[src/rtl/pulse_meter_pkg.sv]
// Shared types and constants for the pulse period meter.
package pulse_meter_pkg;

    localparam int DEFAULT_N = 8;

    typedef enum logic {
        S_IDLE    = 1'b0,
        S_MEASURE = 1'b1
    } state_t;

endpackage

[src/rtl/adder_n.sv]
// N-bit ripple-carry adder built from per-bit full adders.
module adder_n #(
    parameter int N = 8
) (
    input  logic [N-1:0] i_a,
    input  logic [N-1:0] i_b,
    input  logic         i_cin,
    output logic [N-1:0] o_sum,
    output logic         o_cout
);

    logic [N:0] w_carry;

    assign w_carry[0] = i_cin;

    generate
        for (genvar gi = 0; gi < N; gi++) begin : g_bit
            assign o_sum[gi]       = i_a[gi] ^ i_b[gi] ^ w_carry[gi];
            assign w_carry[gi + 1] = (i_a[gi] & i_b[gi]) | (w_carry[gi] & (i_a[gi] ^ i_b[gi]));
        end
    endgenerate

    assign o_cout = w_carry[N];

endmodule

[src/rtl/pulse_period_meter.sv]
// Measures the number of enabled clk cycles between successive pulse events and
// hands each result to a consumer through a valid/ready handshake.
module pulse_period_meter
    import pulse_meter_pkg::*;
#(
    parameter int N = DEFAULT_N
) (
    input  logic         clk,
    input  logic         rst,
    input  logic         ena,
    input  logic         pulse_in,
    input  logic         ready,
    output logic [N-1:0] period,
    output logic         period_sat,
    output logic         valid,
    output logic         overrun
);

    state_t       r_state;
    logic [N-1:0] r_count;
    logic [N-1:0] r_period;
    logic         r_period_sat;
    logic         r_valid;
    logic         r_overrun;

    state_t       w_state_next;
    logic [N-1:0] w_count_next;
    logic [N-1:0] w_period_next;
    logic         w_period_sat_next;
    logic         w_valid_next;
    logic         w_overrun_next;
    logic         w_new_result;

    logic         w_event;
    logic         w_accept;
    logic [N-1:0] w_inc;
    logic         w_inc_cout;
    logic [N-1:0] w_inc_sat;

    assign w_event  = ena & pulse_in;
    assign w_accept = r_valid & ready;

    adder_n #(.N(N)) u_inc (
        .i_a    (r_count),
        .i_b    ('0),
        .i_cin  (1'b1),
        .o_sum  (w_inc),
        .o_cout (w_inc_cout)
    );

    // Clamp at all-ones instead of wrapping; the same value feeds both the
    // counter and the result, so a saturated interval reports 2^N-1.
    assign w_inc_sat = w_inc_cout ? '1 : w_inc;

    always_comb begin
        w_state_next = r_state;
        w_count_next = r_count;
        w_new_result = 1'b0;
        case (r_state)
            S_IDLE: begin
                if (w_event) begin
                    w_state_next = S_MEASURE;
                    w_count_next = '0;
                end
            end
            S_MEASURE: begin
                if (w_event) begin
                    w_count_next = '0;
                    w_new_result = 1'b1;
                end else if (ena) begin
                    w_count_next = w_inc_sat;
                end
            end
            default: begin
                w_state_next = S_IDLE;
                w_count_next = '0;
            end
        endcase
    end

    always_comb begin
        w_period_next     = r_period;
        w_period_sat_next = r_period_sat;
        w_valid_next      = r_valid;
        w_overrun_next    = r_overrun;
        if (w_new_result) begin
            w_period_next     = w_inc_sat;
            w_period_sat_next = &w_inc_sat;
            w_valid_next      = 1'b1;
            // An overwrite only counts as overrun when the old result was not taken.
            if (r_valid && !ready) begin
                w_overrun_next = 1'b1;
            end
        end else if (w_accept) begin
            w_valid_next   = 1'b0;
            w_overrun_next = 1'b0;
        end
    end

    always_ff @(posedge clk or posedge rst) begin
        if (rst) begin
            r_state      <= S_IDLE;
            r_count      <= '0;
            r_period     <= '0;
            r_period_sat <= 1'b0;
            r_valid      <= 1'b0;
            r_overrun    <= 1'b0;
        end else begin
            r_state      <= w_state_next;
            r_count      <= w_count_next;
            r_period     <= w_period_next;
            r_period_sat <= w_period_sat_next;
            r_valid      <= w_valid_next;
            r_overrun    <= w_overrun_next;
        end
    end

    assign period     = r_period;
    assign period_sat = r_period_sat;
    assign valid      = r_valid;
    assign overrun    = r_overrun;

endmodule

[config.mk]
export PLATFORM = sky130hd
export DESIGN_NAME = pulse_period_meter
export DESIGN_NICKNAME = d
export VERILOG_FILES = /design/src/rtl/pulse_meter_pkg.sv /design/src/rtl/adder_n.sv /design/src/rtl/pulse_period_meter.sv
export SDC_FILE = /design/constraint.sdc
export NUM_CORES = 1
export LEC_CHECK = 0
export ABC_AREA = 1
export CORE_MARGIN = 5
export CORE_UTILIZATION = 45
export DETAILED_ROUTE_END_ITERATION = 16
export HOLD_SLACK_MARGIN = 0.02
export PLACE_DENSITY = 0.68
export SLEW_MARGIN = 20
export SYNTH_ARGS = -nofsm -noshare
export SYNTH_HDL_FRONTEND = slang
export SYNTH_SLANG_ARGS = --single-unit
[constraint.sdc]
create_clock -name clk -period 4.19 [get_ports clk]
set_input_delay 1.0475 -clock clk [delete_from_list [all_inputs] [get_ports clk]]
set_output_delay 1.0475 -clock clk [all_outputs]
set_load 0.02 [all_outputs]
==> results of run 1 <==
[worst paths after layout]
kind                                        start                     end  slack (ns)
max reg2reg                r_count[0]$_DFFE_PP0P_  period_sat$_DFFE_PP0P_        1.91
min                         period[1]$_DFFE_PP0P_   period[1]$_DFFE_PP0P_        0.49
min in group asynchronous                     rst     overrun$_DFFE_PP0P_        1.15
min reg2reg                 period[1]$_DFFE_PP0P_   period[1]$_DFFE_PP0P_        0.49
max in group asynchronous                     rst   period[7]$_DFFE_PP0P_        2.59
max                             valid$_DFFE_PP0P_                   valid        1.85
[power groups by stage]
| stage | logic [uW] | registers (uW) | clock network [uW] |
|---|---|---|---|
| global placement | 78.1 | 221 | 0 |
| CTS | 80.1 | 218 | 119 |
| finish | 77.8 | 218 | 114 |
| global route | 89.5 | 220 | 124 |
| floorplan | 32.4 | 234 | 0 |
| detailed placement | 79.7 | 222 | 0 |
[synthesized netlist by cell type (all sizes together)]
| cell | number | area share [%] |
|---|---|---|
| inv | 16 | 6.6 |
| o21ai | 14 | 7.7 |
| ha | 6 | 8.2 |
| nor3 | 1 | 0.55 |
| dfrtp | 20 | 55 |
| a21oi | 2 | 1.1 |
| nand3 | 11 | 6.0 |
| a21o | 1 | 0.82 |
| nand2 | 26 | 11 |
| nor2 | 6 | 2.5 |
| buf | 2 | 1.4 |
[cells in the final DEF, fill, tap and decap left out]
cell,synthesis,layout
nand2_1,26,26
dfrtp_1,20,20
inv_1,16,16
clkdlybuf4s50_1,0,15
o21ai_0,14,14
nand3_1,11,11
nor2_1,6,6
ha_1,6,6
clkbuf_4,0,3
a21oi_1,2,2
nor3_1,1,1
a21o_1,1,1
clkbuf_8,0,1
[layer usage]
layer	GRT usage (%)	vias to the layer above	routed length, um	share of wire, %
li1	-	371	-	-
met1	18.81	328	873	50
met2	21.26	12	768	44
met3	3.217	3	65	3.7
met4	7.287	0	27	1.6
met5	0	-	0	0
[worst min-delay path, stage by stage (launching register included)]
cell and delay [ns]:
dfrtp_1 0.36, nand2_1 0.05, nand2_1 0.05
[logic make-up after synthesis]
group | after synthesis
AND/OR/NAND/NOR | 44
flip-flops | 20
buffers and inverters | 18
AO/OA/AOI/OAI | 17
adder cells (fa/ha/maj) | 6
[through the flow]
stage,worst slack [ns],hold slack (ns)
after floorplan,2.143,0.4843
after global placement,1.688,0.4666
after detailed placement,1.659,0.4696
after CTS,1.825,0.4985
after global routing,1.741,0.5399
final,1.847,0.4915
[final cells by class]
class / instances / area [um2]
Inverter: 16 / 60.06
Sequential cell: 20 / 500.5
Tap cell: 27 / 33.78
Timing Repair Buffer: 15 / 150.1
Clock buffer: 4 / 36.28
Multi-Input combinational cell: 67 / 342.8
Fill cell: 188 / 818.3
[registers in the layout, summed over array words and instances, names as in the netlist]
register    cells
overrun         1
period          8
period_sat      1
r_count         8
r_state         1
valid           1
==> impl_metrics.csv, run 1 <==
group,metric,value,unit
setup_path,slowest_delay,0.61,ns
cts,clock_sinks,20,
die,row_count,16,
route,vias_per_cell,4.792,
power_and_ir_drop,intPower,295.7,uW
synthesis,synth_top_family_by_area,"simple AND/OR/NAND/NOR gates",
global_routing,grt_pass1_vias,699,
synthesis,synth_area_per_cell,8.723,um2
die,die_x,55.12,um
power_and_ir_drop,max-vdd-ir-drop,275.5,uV
cts,htreeDepth,1,
finish,final_core_util,57.86,%
power_and_ir_drop,p_per_area,364.8,nW/um2
power_and_ir_drop,p_switching,114.1,uW
setup_path,worstSetupPathType,"reg2out",
synthesis,synthAdderAreaFrac,8.197,%
global_routing,grt.total_usage,14.10,%
power_and_ir_drop,power,409.8,uW
route,antenna_left,0,
sta,clock.fmax,0.4268,GHz
cts,cts_buffers,3,
synthesis,synthSimpleGateAreaFrac,19.67,%
setup_path,cpMaxStageDelayCell,"clkdlybuf4s50_1",
placement,hpwl,1.286,mm
setup_path,cp-end-kind,"output port",
synthesis,ys_types,12,
finish,syn_to_final_growth,22.68,%
synthesis,yosys.area_share.xor_xnor,0,%
synthesis,synth_area,915.9,um2
die,ioPinCount,16,
route,drt_wl_total,1.734,mm
synthesis,ys_ff_latch,20,
setup_path,worstPathArrival,1.30,ns
setup_path,worstPathRequired,3.14,ns
cts,clk_path_buf_depth,2,
min_path,hold_path.class,"reg2reg",
finish,layoutNonFillerInstCount,149,
sta,finalHoldViolCount,0,
route,drc,0,
cts,clock_latency,0.30,ns
sta,finalClockSkew,0.0005699,ns
route,wl_per_cell,11.64,um
finish,layout-drive-gt1-share,3.279,%
sta,setup_viol,0,
cts,ctsResizeCount,0,
power_and_ir_drop,pwr-share-clk,27.8,%
sta,slew_headroom,51.82,%
global_routing,globalRoute.totalOverflow,0,
sta,report.final.slew_viol_count,0,
sta,finalCritPeriodShare,55.91,%
placement,place_congestion,0.8101,
cts,postCtsSetupRepairBufs,0,
route,vias,714,
die,core_area,1942,um2
power_and_ir_drop,power_leakage,0.0005897,uW
setup_path,worst_r2r_path_depth,12,
global_routing,grt_pass1_wl,2.967,mm
setup_path,worstPathCellList,"clkdlybuf4s50_1",
placement,placedCellCount,145,
setup_path,cp_max_fo,3,
route,first_pass_iters,4,
sta,rsz0062_at_grt,"no",
synthesis,ys_seq_area_share,54.64,%
cts,cts_tree,"done",
power_and_ir_drop,combPwrFrac,19.0,%
sta,finalCriticalPeriod,2.343,ns
sta,fin_tns_setup,0,ns
setup_path,crit_buf_inv,1,
setup_path,cp_num_cells,1,
finish,antennaDiodeCount,0,
synthesis,syn-instance-count,105,
placement,portBuffers,15,
min_path,hold-path-cell-count,2,
die,start_util,47.16,%
synthesis,synth_nets,116,
route,drt_iter0_drc,9,
flow_run,cap_violations,0,
placement,place_area,1087,um2
global_routing,grt_max_degree,21,
finish,finish.instance_area,1124,um2
power_and_ir_drop,swShare,27.85,%
cts,cts_hold_buffers,0,
cts,clk_pin_slew,0.11,ns
finish,final_nets,134,
sta,worst_pin_slew,0.7218,ns
setup_path,crit_family,"buffers and inverters",
power_and_ir_drop,p_seq_share,53.3,%
synthesis,synth_compound_area_share,9.563,%
cts,cts_root_buf,"clkbuf_4",
die,die_h,55.12,um
setup_path,start_kind,"flip-flop",
synthesis,synth_mux_area_share,0,%
run_status,status,"finished clean",
die,dieArea,3038,um2
synthesis,ys_warn_count,0,
global_routing,grt_antenna_before_repair,0,
No activity file was read; power rests on OpenSTA's default activity.
==> run 2, diff against run 1 <==
==> constraint.sdc (replaced) <==
create_clock -name clk -period 2.45 [get_ports clk]
set_input_delay 0.6125 -clock clk [delete_from_list [all_inputs] [get_ports clk]]
set_output_delay 0.6125 -clock clk [all_outputs]
set_load 0.02 [all_outputs]
==> impl_metrics.csv, run 2 (synthesis results as in run 1) <==
group,metric,value,unit
route,vias_per_cell,4.660,
setup_path,worstPathArrival,2.44,ns
finish,syn_to_final_growth,22.81,%
min_path,hold_path.class,"reg2reg",
finish,antennaDiodeCount,0,
die,ioPinCount,16,
sta,finalCriticalPeriod,2.248,ns
power_and_ir_drop,combPwrFrac,20.8,%
power_and_ir_drop,max-vdd-ir-drop,403.3,uV
power_and_ir_drop,intPower,474.5,uW
setup_path,slowest_delay,0.41,ns
setup_path,worst_r2r_path_depth,12,
finish,finish.instance_area,1125,um2
route,drt_iter0_drc,16,
setup_path,cp-end-kind,"flip-flop",
finish,layout_commonest_cell,"nand2_1",
min_path,hold-path-cell-count,2,
sta,worst_pin_slew,0.3532,ns
power_and_ir_drop,swShare,28.13,%
flow_run,cap_violations,0,
setup_path,timing.critical_path.mode_cell,"ha_1",
die,die_h,55.12,um
cts,cts_root_buf,"clkbuf_4",
min_path,min_to,"period[7]$_DFFE_PP0P_",
sta,setup_viol,0,
setup_path,start_kind,"flip-flop",
finish,final_cell_mix,"26 x nand2_1, 20 x dfrtp_1, 16 x inv_1",
global_routing,grt_pass1_wl,3.049,mm
placement,hpwl,1.310,mm
route,first_pass_iters,4,
global_routing,grt.total_usage,14.18,%
setup_path,cp_max_fo,5,
power_and_ir_drop,power_leakage,0.0005917,uW
setup_path,r2r-start,"r_count[0]$_DFFE_PP0P_",
global_routing,grt_pass1_vias,714,
sta,finalClockSkew,0.002919,ns
setup_path,reg2reg_slack,0.20,ns
placement,place_congestion,0.8080,
route,vias,699,
die,dieArea,3038,um2
placement,portBuffers,15,
power_and_ir_drop,p_seq_share,56.6,%
setup_path,cpMaxStageDelayCell,"dfrtp_1",
setup_path,worstPathRequired,2.65,ns
sta,finalCritPeriodShare,91.76,%
power_and_ir_drop,p_switching,185.7,uW
cts,cts_hold_buffers,0,
placement,placedCellCount,147,
global_routing,grt_max_degree,21,
power_and_ir_drop,pwr-share-clk,22.6,%
route,wl_met1,834,um
route,highest_layer,"met4",
placement,place_area,1102,um2
setup_path,worstSetupPathType,"reg2reg",
route,drc,0,
cts,ctsResizeCount,0,
sta,rsz0062_at_grt,"no",
run_status,status,"finished clean",
cts,clock_latency,0.29,ns
global_routing,grt_antenna_before_repair,0,
setup_path,reg2reg_to,"period_sat$_DFFE_PP0P_",
setup_path,worstPathCellList,"ha_1 -> ha_1 -> ha_1 -> ha_1 -> ha_1 -> ha_1 -> nand2_1 -> inv_1 -> nor2_1 -> nor2_1 -> nand3_1 -> nand2_1",
route,wl_met3,63,um
route,antenna_left,0,
cts,clk_pin_slew,0.10,ns
cts,clk_path_buf_depth,2,
cts,htreeDepth,1,
cts,cts_tree,"done",
min_path,hold_start,"period[7]$_DFFE_PP0P_",
route,wl_per_cell,11.42,um
cts,cts_buffers,3,
power_and_ir_drop,p_per_area,586.9,nW/um2
die,row_count,16,
cts,postCtsSetupRepairBufs,0,
route,drt_wl_total,1.713,mm
sta,clock.fmax,0.4448,GHz
sta,report.final.slew_viol_count,0,
sta,slew_headroom,76.40,%
sta,fin_tns_setup,0,ns
route,met2WireLength,788,um
cts,clock_sinks,20,
finish,final_core_util,57.93,%
sta,hold_ws,0.4917,ns
die,die_x,55.12,um
die,core_area,1942,um2
global_routing,globalRoute.totalOverflow,0,
finish,final_nets,136,
die,start_util,47.16,%
finish,layoutNonFillerInstCount,150,
sta,finalHoldViolCount,0,
finish,layout-drive-gt1-share,4.065,%
## run 2: changes by cell type in the layout (fill, tap and decap cells not counted)
cell | before | now
buf_4 | 0 | 2
clkbuf_8 | 1 | 0
## run 2: worst max-delay path by stage
stage                                       from                      to  slack [ns]
after floorplan           r_count[0]$_DFFE_PP0P_  period_sat$_DFFE_PP0P_        0.40
after global placement    r_count[0]$_DFFE_PP0P_  period_sat$_DFFE_PP0P_        0.26
after detailed placement  r_count[0]$_DFFE_PP0P_  period_sat$_DFFE_PP0P_        0.20
after CTS                 r_count[0]$_DFFE_PP0P_  period_sat$_DFFE_PP0P_        0.18
after global routing      r_count[0]$_DFFE_PP0P_  period_sat$_DFFE_PP0P_        0.03
final                     r_count[0]$_DFFE_PP0P_  period_sat$_DFFE_PP0P_        0.20
## run 2: stage by stage
step	power, uW	setup slack (ns)
floorplan	455.3	0.4033
global placement	514.0	0.2637
detailed placement	518.6	0.1955
CTS	669.9	0.1794
global route	705.8	0.03382
finish	660.2	0.2020
## run 2: layout make-up
| type | instances | area (um2) |
|---|---|---|
| clock buffer | 3 | 22.52 |
| tap | 27 | 33.78 |
| multi-input combinational | 67 | 342.8 |
| inverter | 16 | 60.06 |
| sequential | 20 | 500.5 |
| fill | 183 | 817.0 |
| timing repair buffer | 17 | 165.2 |
## run 2: worst max-delay path: cells and delay by family, from the launching register on
kind                       cells  cell delay [ns]
and+or+nand+nor                5             0.51
adders and majority gates      6             1.12
buffers and inverters          1             0.10
DFF                            1             0.41
## run 2: metal layers
metal,vias up,track usage [%]
met3,2,3.485
met5,-,0
met2,11,20.87
met1,314,19.76
met4,0,6.073
li1,372,-
## run 2: power by group through the flow
stage,combinational (uW),clock [uW],sequential [uW]
2_1_floorplan,55.4,0,400
3_3_place_gp,136,0,378
3_5_place_dp,139,0,380
4_1_cts,140,156,373
5_1_grt,154,174,377
6_report,137,149,374
